File: config.mk
export PLATFORM = sky130hd
export DESIGN_NAME = serial_bridge
export DESIGN_NICKNAME = d
export VERILOG_FILES = /design/src/rtl/serial_bridge.sv
export SDC_FILE = /design/constraint.sdc
export NUM_CORES = 1
export LEC_CHECK = 0
export CAP_MARGIN = 25
export CORE_MARGIN = 3
export CORE_UTILIZATION = 25
export CTS_CLUSTER_SIZE = 8
export DETAILED_ROUTE_END_ITERATION = 7
export HOLD_SLACK_MARGIN = 0.03
export PLACE_DENSITY = 0.49
export SYNTH_ARGS = -nofsm -noshare
export SYNTH_HDL_FRONTEND = slang
export SYNTH_SLANG_ARGS = --single-unit
File: constraint.sdc
create_clock -name clock -period 2.8 [get_ports clock]
set_input_delay 0.56 -clock clock [delete_from_list [all_inputs] [get_ports clock]]
set_output_delay 0.56 -clock clock [all_outputs]
set_load 0.01 [all_outputs]
File: src/rtl/serial_bridge.sv
// Byte-serial bridge: 8N1 UART RX/TX with FWFT receive FIFO and transmit FIFO.
// Optional internal loopback of uart_tx into the receiver with SERIAL_LOOPBACK_EN.
module serial_bridge #(
  parameter int CLKS_PER_BIT = 16,
  parameter int FIFO_AW      = 3
) (
  input  logic       clock,
  input  logic       reset,
  input  logic       uart_rx,
  output logic       uart_tx,
  output logic [7:0] cpu_rx_data,
  output logic       cpu_rx_valid,
  input  logic       cpu_rx_rden,
  input  logic [7:0] cpu_tx_data,
  input  logic       cpu_tx_wren,
  output logic       cpu_tx_ready,
  input  logic       loopback,
  output logic       rx_overrun,
  output logic       rx_frame_err
);

  localparam int DEPTH = 1 << FIFO_AW;
  localparam int HALF  = CLKS_PER_BIT / 2;
  localparam int CW    = $clog2(CLKS_PER_BIT);

  typedef enum logic [1:0] {S_IDLE, S_START, S_DATA, S_STOP} state_t;

  logic rx_src;
`ifdef SERIAL_LOOPBACK_EN
  assign rx_src = loopback ? uart_tx : uart_rx;
`else
  logic unused_loopback;
  assign unused_loopback = loopback;
  assign rx_src = uart_rx;
`endif

  logic rx_meta, rx_sync;

  always_ff @(posedge clock) begin
    if (reset) begin
      rx_meta <= 1'b1;
      rx_sync <= 1'b1;
    end else begin
      rx_meta <= rx_src;
      rx_sync <= rx_meta;
    end
  end

  state_t        rx_state;
  logic [CW-1:0] rx_cnt;
  logic [2:0]    rx_bit;
  logic [7:0]    rx_shift;
  logic          rx_push;

  // Start bit is re-checked at its midpoint; later samples land mid-bit.
  always_ff @(posedge clock) begin
    if (reset) begin
      rx_state     <= S_IDLE;
      rx_cnt       <= '0;
      rx_bit       <= '0;
      rx_shift     <= '0;
      rx_push      <= 1'b0;
      rx_frame_err <= 1'b0;
    end else begin
      rx_push      <= 1'b0;
      rx_frame_err <= 1'b0;
      case (rx_state)
        S_IDLE: begin
          if (!rx_sync) begin
            rx_state <= S_START;
            rx_cnt   <= '0;
          end
        end
        S_START: begin
          if (rx_cnt == CW'(HALF - 1)) begin
            rx_cnt   <= '0;
            rx_bit   <= '0;
            rx_state <= rx_sync ? S_IDLE : S_DATA;
          end else begin
            rx_cnt <= rx_cnt + CW'(1);
          end
        end
        S_DATA: begin
          if (rx_cnt == CW'(CLKS_PER_BIT - 1)) begin
            rx_cnt   <= '0;
            rx_shift <= {rx_sync, rx_shift[7:1]};
            if (rx_bit == 3'd7) rx_state <= S_STOP;
            else                rx_bit   <= rx_bit + 3'd1;
          end else begin
            rx_cnt <= rx_cnt + CW'(1);
          end
        end
        S_STOP: begin
          if (rx_cnt == CW'(CLKS_PER_BIT - 1)) begin
            rx_cnt   <= '0;
            rx_state <= S_IDLE;
            if (rx_sync) rx_push      <= 1'b1;
            else         rx_frame_err <= 1'b1;
          end else begin
            rx_cnt <= rx_cnt + CW'(1);
          end
        end
      endcase
    end
  end

  logic [7:0]     rx_mem [DEPTH];
  logic [FIFO_AW:0] rx_wp, rx_rp;
  logic rx_empty, rx_full, rx_pop, rx_wr;

  assign rx_empty = (rx_wp == rx_rp);
  assign rx_full  = (rx_wp == {~rx_rp[FIFO_AW], rx_rp[FIFO_AW-1:0]});
  assign rx_pop   = cpu_rx_rden && !rx_empty;
  assign rx_wr    = rx_push && (!rx_full || rx_pop);

  always_ff @(posedge clock) begin
    if (rx_wr) rx_mem[rx_wp[FIFO_AW-1:0]] <= rx_shift;
  end

  always_ff @(posedge clock) begin
    if (reset) begin
      rx_wp      <= '0;
      rx_rp      <= '0;
      rx_overrun <= 1'b0;
    end else begin
      if (rx_wr)  rx_wp <= rx_wp + 1'b1;
      if (rx_pop) rx_rp <= rx_rp + 1'b1;
      if (rx_push && !rx_wr) rx_overrun <= 1'b1;
    end
  end

  assign cpu_rx_valid = !rx_empty;
  assign cpu_rx_data  = rx_empty ? 8'h00 : rx_mem[rx_rp[FIFO_AW-1:0]];

  logic [7:0]       tx_mem [DEPTH];
  logic [FIFO_AW:0] tx_wp, tx_rp;
  logic tx_empty, tx_full, tx_push, tx_pop;

  state_t        tx_state;
  logic [CW-1:0] tx_cnt;
  logic [2:0]    tx_bit;
  logic [7:0]    tx_shift;

  assign tx_empty     = (tx_wp == tx_rp);
  assign tx_full      = (tx_wp == {~tx_rp[FIFO_AW], tx_rp[FIFO_AW-1:0]});
  assign tx_push      = cpu_tx_wren && !tx_full;
  assign cpu_tx_ready = !tx_full;
  // Popping at the end of STOP chains frames without an idle gap.
  assign tx_pop = !tx_empty && ((tx_state == S_IDLE) ||
                  ((tx_state == S_STOP) && (tx_cnt == CW'(CLKS_PER_BIT - 1))));

  always_ff @(posedge clock) begin
    if (tx_push) tx_mem[tx_wp[FIFO_AW-1:0]] <= cpu_tx_data;
  end

  always_ff @(posedge clock) begin
    if (reset) begin
      tx_wp <= '0;
      tx_rp <= '0;
    end else begin
      if (tx_push) tx_wp <= tx_wp + 1'b1;
      if (tx_pop)  tx_rp <= tx_rp + 1'b1;
    end
  end

  always_ff @(posedge clock) begin
    if (reset) begin
      tx_state <= S_IDLE;
      tx_cnt   <= '0;
      tx_bit   <= '0;
      tx_shift <= '0;
      uart_tx  <= 1'b1;
    end else begin
      case (tx_state)
        S_IDLE: begin
          if (tx_pop) begin
            tx_shift <= tx_mem[tx_rp[FIFO_AW-1:0]];
            tx_state <= S_START;
            tx_cnt   <= '0;
            uart_tx  <= 1'b0;
          end
        end
        S_START: begin
          if (tx_cnt == CW'(CLKS_PER_BIT - 1)) begin
            tx_cnt   <= '0;
            tx_bit   <= '0;
            tx_state <= S_DATA;
            uart_tx  <= tx_shift[0];
          end else begin
            tx_cnt <= tx_cnt + CW'(1);
          end
        end
        S_DATA: begin
          if (tx_cnt == CW'(CLKS_PER_BIT - 1)) begin
            tx_cnt <= '0;
            if (tx_bit == 3'd7) begin
              tx_state <= S_STOP;
              uart_tx  <= 1'b1;
            end else begin
              tx_bit   <= tx_bit + 3'd1;
              tx_shift <= {1'b0, tx_shift[7:1]};
              uart_tx  <= tx_shift[1];
            end
          end else begin
            tx_cnt <= tx_cnt + CW'(1);
          end
        end
        S_STOP: begin
          if (tx_cnt == CW'(CLKS_PER_BIT - 1)) begin
            tx_cnt <= '0;
            if (tx_pop) begin
              tx_shift <= tx_mem[tx_rp[FIFO_AW-1:0]];
              tx_state <= S_START;
              uart_tx  <= 1'b0;
            end else begin
              tx_state <= S_IDLE;
            end
          end else begin
            tx_cnt <= tx_cnt + CW'(1);
          end
        end
      endcase
    end
  end

endmodule
==> impl_metrics.yaml <==
setup_path:
  path_class: "flip-flop to output pin"
  cp.arrival_ns: 2.07
  worstReg2RegStart: "tx_state[0]"
  r2r_cells: 7
  required_ns: 2.24
  timing.rr.end: "tx_shift[7]"
  worstSetupStartpointType: "flip-flop"
  regToRegSetupSlack_ns: 0.36
  endpoint_kind: "output pin"
  critPathMaxFanout: 9
synthesis:
  synth_cell_types: 62
  yosys.area.top_type: "edfxtp_1"
  yosys_warnings: 0
  yosys_register_bits: 190
  syn_avg_cell_area_um2: 14.1
  ys_seq_area_share_pct: 64.2
  synth_nets: 593
  synth_cells: 563
  syn_area_mm2: 0.00793
  yosys-top-cells-area: "edfxtp_1 (48%), dfxtp_1 (16%), mux2i_1 (6.3%), mux4_2 (5.1%), nor2_1 (3.1%)"
  synth_top_cell_area_share_pct: 48.5
  ys.flop_type: "edfxtp_1"
  synthArstFlopShare_pct: 0
  synth-edff-count: 128
route:
  drtIter0Drc: 202
  drcViolationCount: 0
  wl_mm: 15.1
  wl_per_cell_um: 15.0
  ant_nets: 0
  drtPass1Iterations: 4
  via_per_inst: 4.45
  num_vias: 4484
final_layout:
  diodes: 0
  layout_commonest_cell: "edfxtp_1"
  fillers: 3089
  final_nets: 628
  final_cell_count_no_fill: 1007
  drive_gt1_share_pct: 15.2
  final_cell_mix: "edfxtp_1 (128), nor2_1 (65), dfxtp_1 (60), mux2i_1 (50)"
  area_delta_synth_final_pct: 17.1
die:
  rows: 64
  die_area_mm2: 0.0339
  die_h_um: 184
  pin_count: 27
  die_x_um: 184
  core_region_area_mm2: 0.0309
  initial_core_util_pct: 25.6
timing:
  max_slew_margin_pct: 45.3
  fin_crit_sh_pct: 94.0
  finalHoldViolCount: 0
  slew_violations: 0
  fin_crit_ns: 2.63
  fmax_mhz: 380
  tightest_slew_ns: 0.816
  clock_skew_ns: 0.0118
  finalSetupTns_ns: 0
  setup_viol: 0
  rsz0062_at_grt: "false"
clock_tree:
  cts_tree: "yes"
  cts_inserted_buffers: 17
  clkSinkCount: 190
  cts.htree.levels: 4
  clockRootBuffer: "clkbuf_16"
  ctsHoldBuffers: 0
  path_clk_slew_ns: 0.08
  clkLatencyLatePin_ns: 0.43
  cts_buffer_depth: 2
power_and_ir_drop:
  power.density_mw_per_mm2: 725
  p_leak_nw: 3.09
  peakVddDrop_v: 0.000428
grt:
  gr-usage-all-layers_pct: 9.28
  grt_pass1_vias: 4739
  grt_pass1_wl_mm: 24.6
  antenna_found_initial: 0
  grt_max_degree: 51
  grt_overflow: 0
worst_hold_path:
  hp-class: "flip-flop to flip-flop"
  holdPathEnd: "rx_sync"
  min_path_cells: 1
  min_from: "rx_meta"
run:
  drv_cap: 0
placement:
  place_congestion: 0.718
  portBuffers: 25
  post-dp-hpwl_mm: 10.4
  place_inst: 975
outcome:
  outcome: "finished, final reports clean"
-- worst max-delay path by stage --
stage / cells past startpoint / end / startpoint
after floorplan: 6 / rx_mem[0][0] / rx_wp[1]
after global placement: 6 / rx_mem[0][0] / cpu_rx_rden
after detailed placement: 5 / cpu_rx_valid / rx_wp[1]
after CTS: 5 / cpu_rx_valid / rx_wp[0]
after global routing: 5 / cpu_rx_valid / rx_wp[0]
final: 5 / cpu_rx_valid / rx_wp[0]
-- per-layer routing --
metal | track usage [%] | part of all wire (%)
met5 | 0 | 0
met4 | 2.63 | 0.88
met3 | 2.10 | 2.9
met2 | 16.7 | 52
met1 | 11.2 | 45
-- kinds of logic after synthesis --
group,synth area share [%]
XOR/XNOR,2.92
AND/OR/NAND/NOR,9.42
AO/OA/AOI/OAI,7.31
multiplexers,11.6
flip-flops,64.2
adder cells (fa/ha/maj),2.53
buffers and inverters,2.10
-- flip-flops by register name (all words and copies together), names as in the netlist, named ones only --
| name | count |
|---|---|
| tx_mem | 64 |
| rx_rp | 4 |
| rx_shift | 8 |
| tx_cnt | 4 |
| rx_bit | 3 |
| rx_sync | 1 |
| rx_push | 1 |
| rx_mem | 64 |
| rx_cnt | 4 |
| tx_wp | 4 |
| tx_shift | 8 |
| uart_tx | 1 |
| tx_rp | 4 |
| tx_bit | 3 |
| rx_overrun | 1 |
| rx_meta | 1 |
| rx_wp | 4 |
| tx_state | 2 |
| rx_frame_err | 1 |
| rx_state | 1 |
-- stage by stage --
| step | area, um2 | setup WS [ns] | power (W) | util, % | hold slack [ns] |
|---|---|---|---|---|---|
| finish | 9280 | 0.167 | 0.00673 | 30.0 | 0.412 |
| CTS | 9280 | 0.0261 | 0.00682 | 30.0 | 0.416 |
| detailed placement | 8700 | 0.242 | 0.00444 | 28.1 | 0.398 |
| floorplan | 7930 | 0.565 | 0.00417 | - | 0.389 |
| global placement | 8700 | 0.321 | 0.00438 | 28.1 | 0.398 |
| global route | 9280 | 0.0112 | 0.00707 | 30.0 | 0.429 |
-- final cells by class --
class | instances | area [um2] | share of cell area [%]
clock buffers | 17 | 425 | 4.58
clock inverters | 15 | 159 | 1.71
well taps | 396 | 495 | 5.34
repair buffers | 45 | 398 | 4.29
multi-input cells | 334 | 2680 | 28.9
flip-flops and latches | 190 | 5090 | 54.8
inverters | 10 | 37.5 | 0.404
-- cells in the mapped netlist (10+ instances only) --
master    number
a21oi_1       16
a22o_1        14
buf_2         10
clkbuf_1      16
dfxtp_1       62
edfxtp_1     128
ha_1          16
mux2i_1       50
mux4_2        18
nand2_1       19
nand3_1       14
nor2_1        65
nor3_1        13
xnor2_1       12
-- worst max-delay path, stage by stage (launching register included) --
cell and delay, ns:
dfxtp_1 0.44, xnor2_1 0.14, and3_1 0.23, and2_4 0.23, inv_1 0.10, clkdlybuf4s50_1 0.50
-- power breakdown --
part | total [W] | internal [W] | switching (W)
Clock | 0.00236 | 0.00120 | 0.00115
Combinational | 0.00114 | 0.000533 | 0.000603
Sequential | 0.00323 | 0.00310 | 0.000131
Total | 0.00673 | 0.00484 | 0.00189
-- repair_timing --
item / in CTS / in global routing
buffers inserted: 0 / 0
setup endpoints to repair: 9 / 1
resized for setup: 11 / 1
hold endpoints to repair: 0 / 0
No activity file was read; power rests on OpenSTA's default activity.
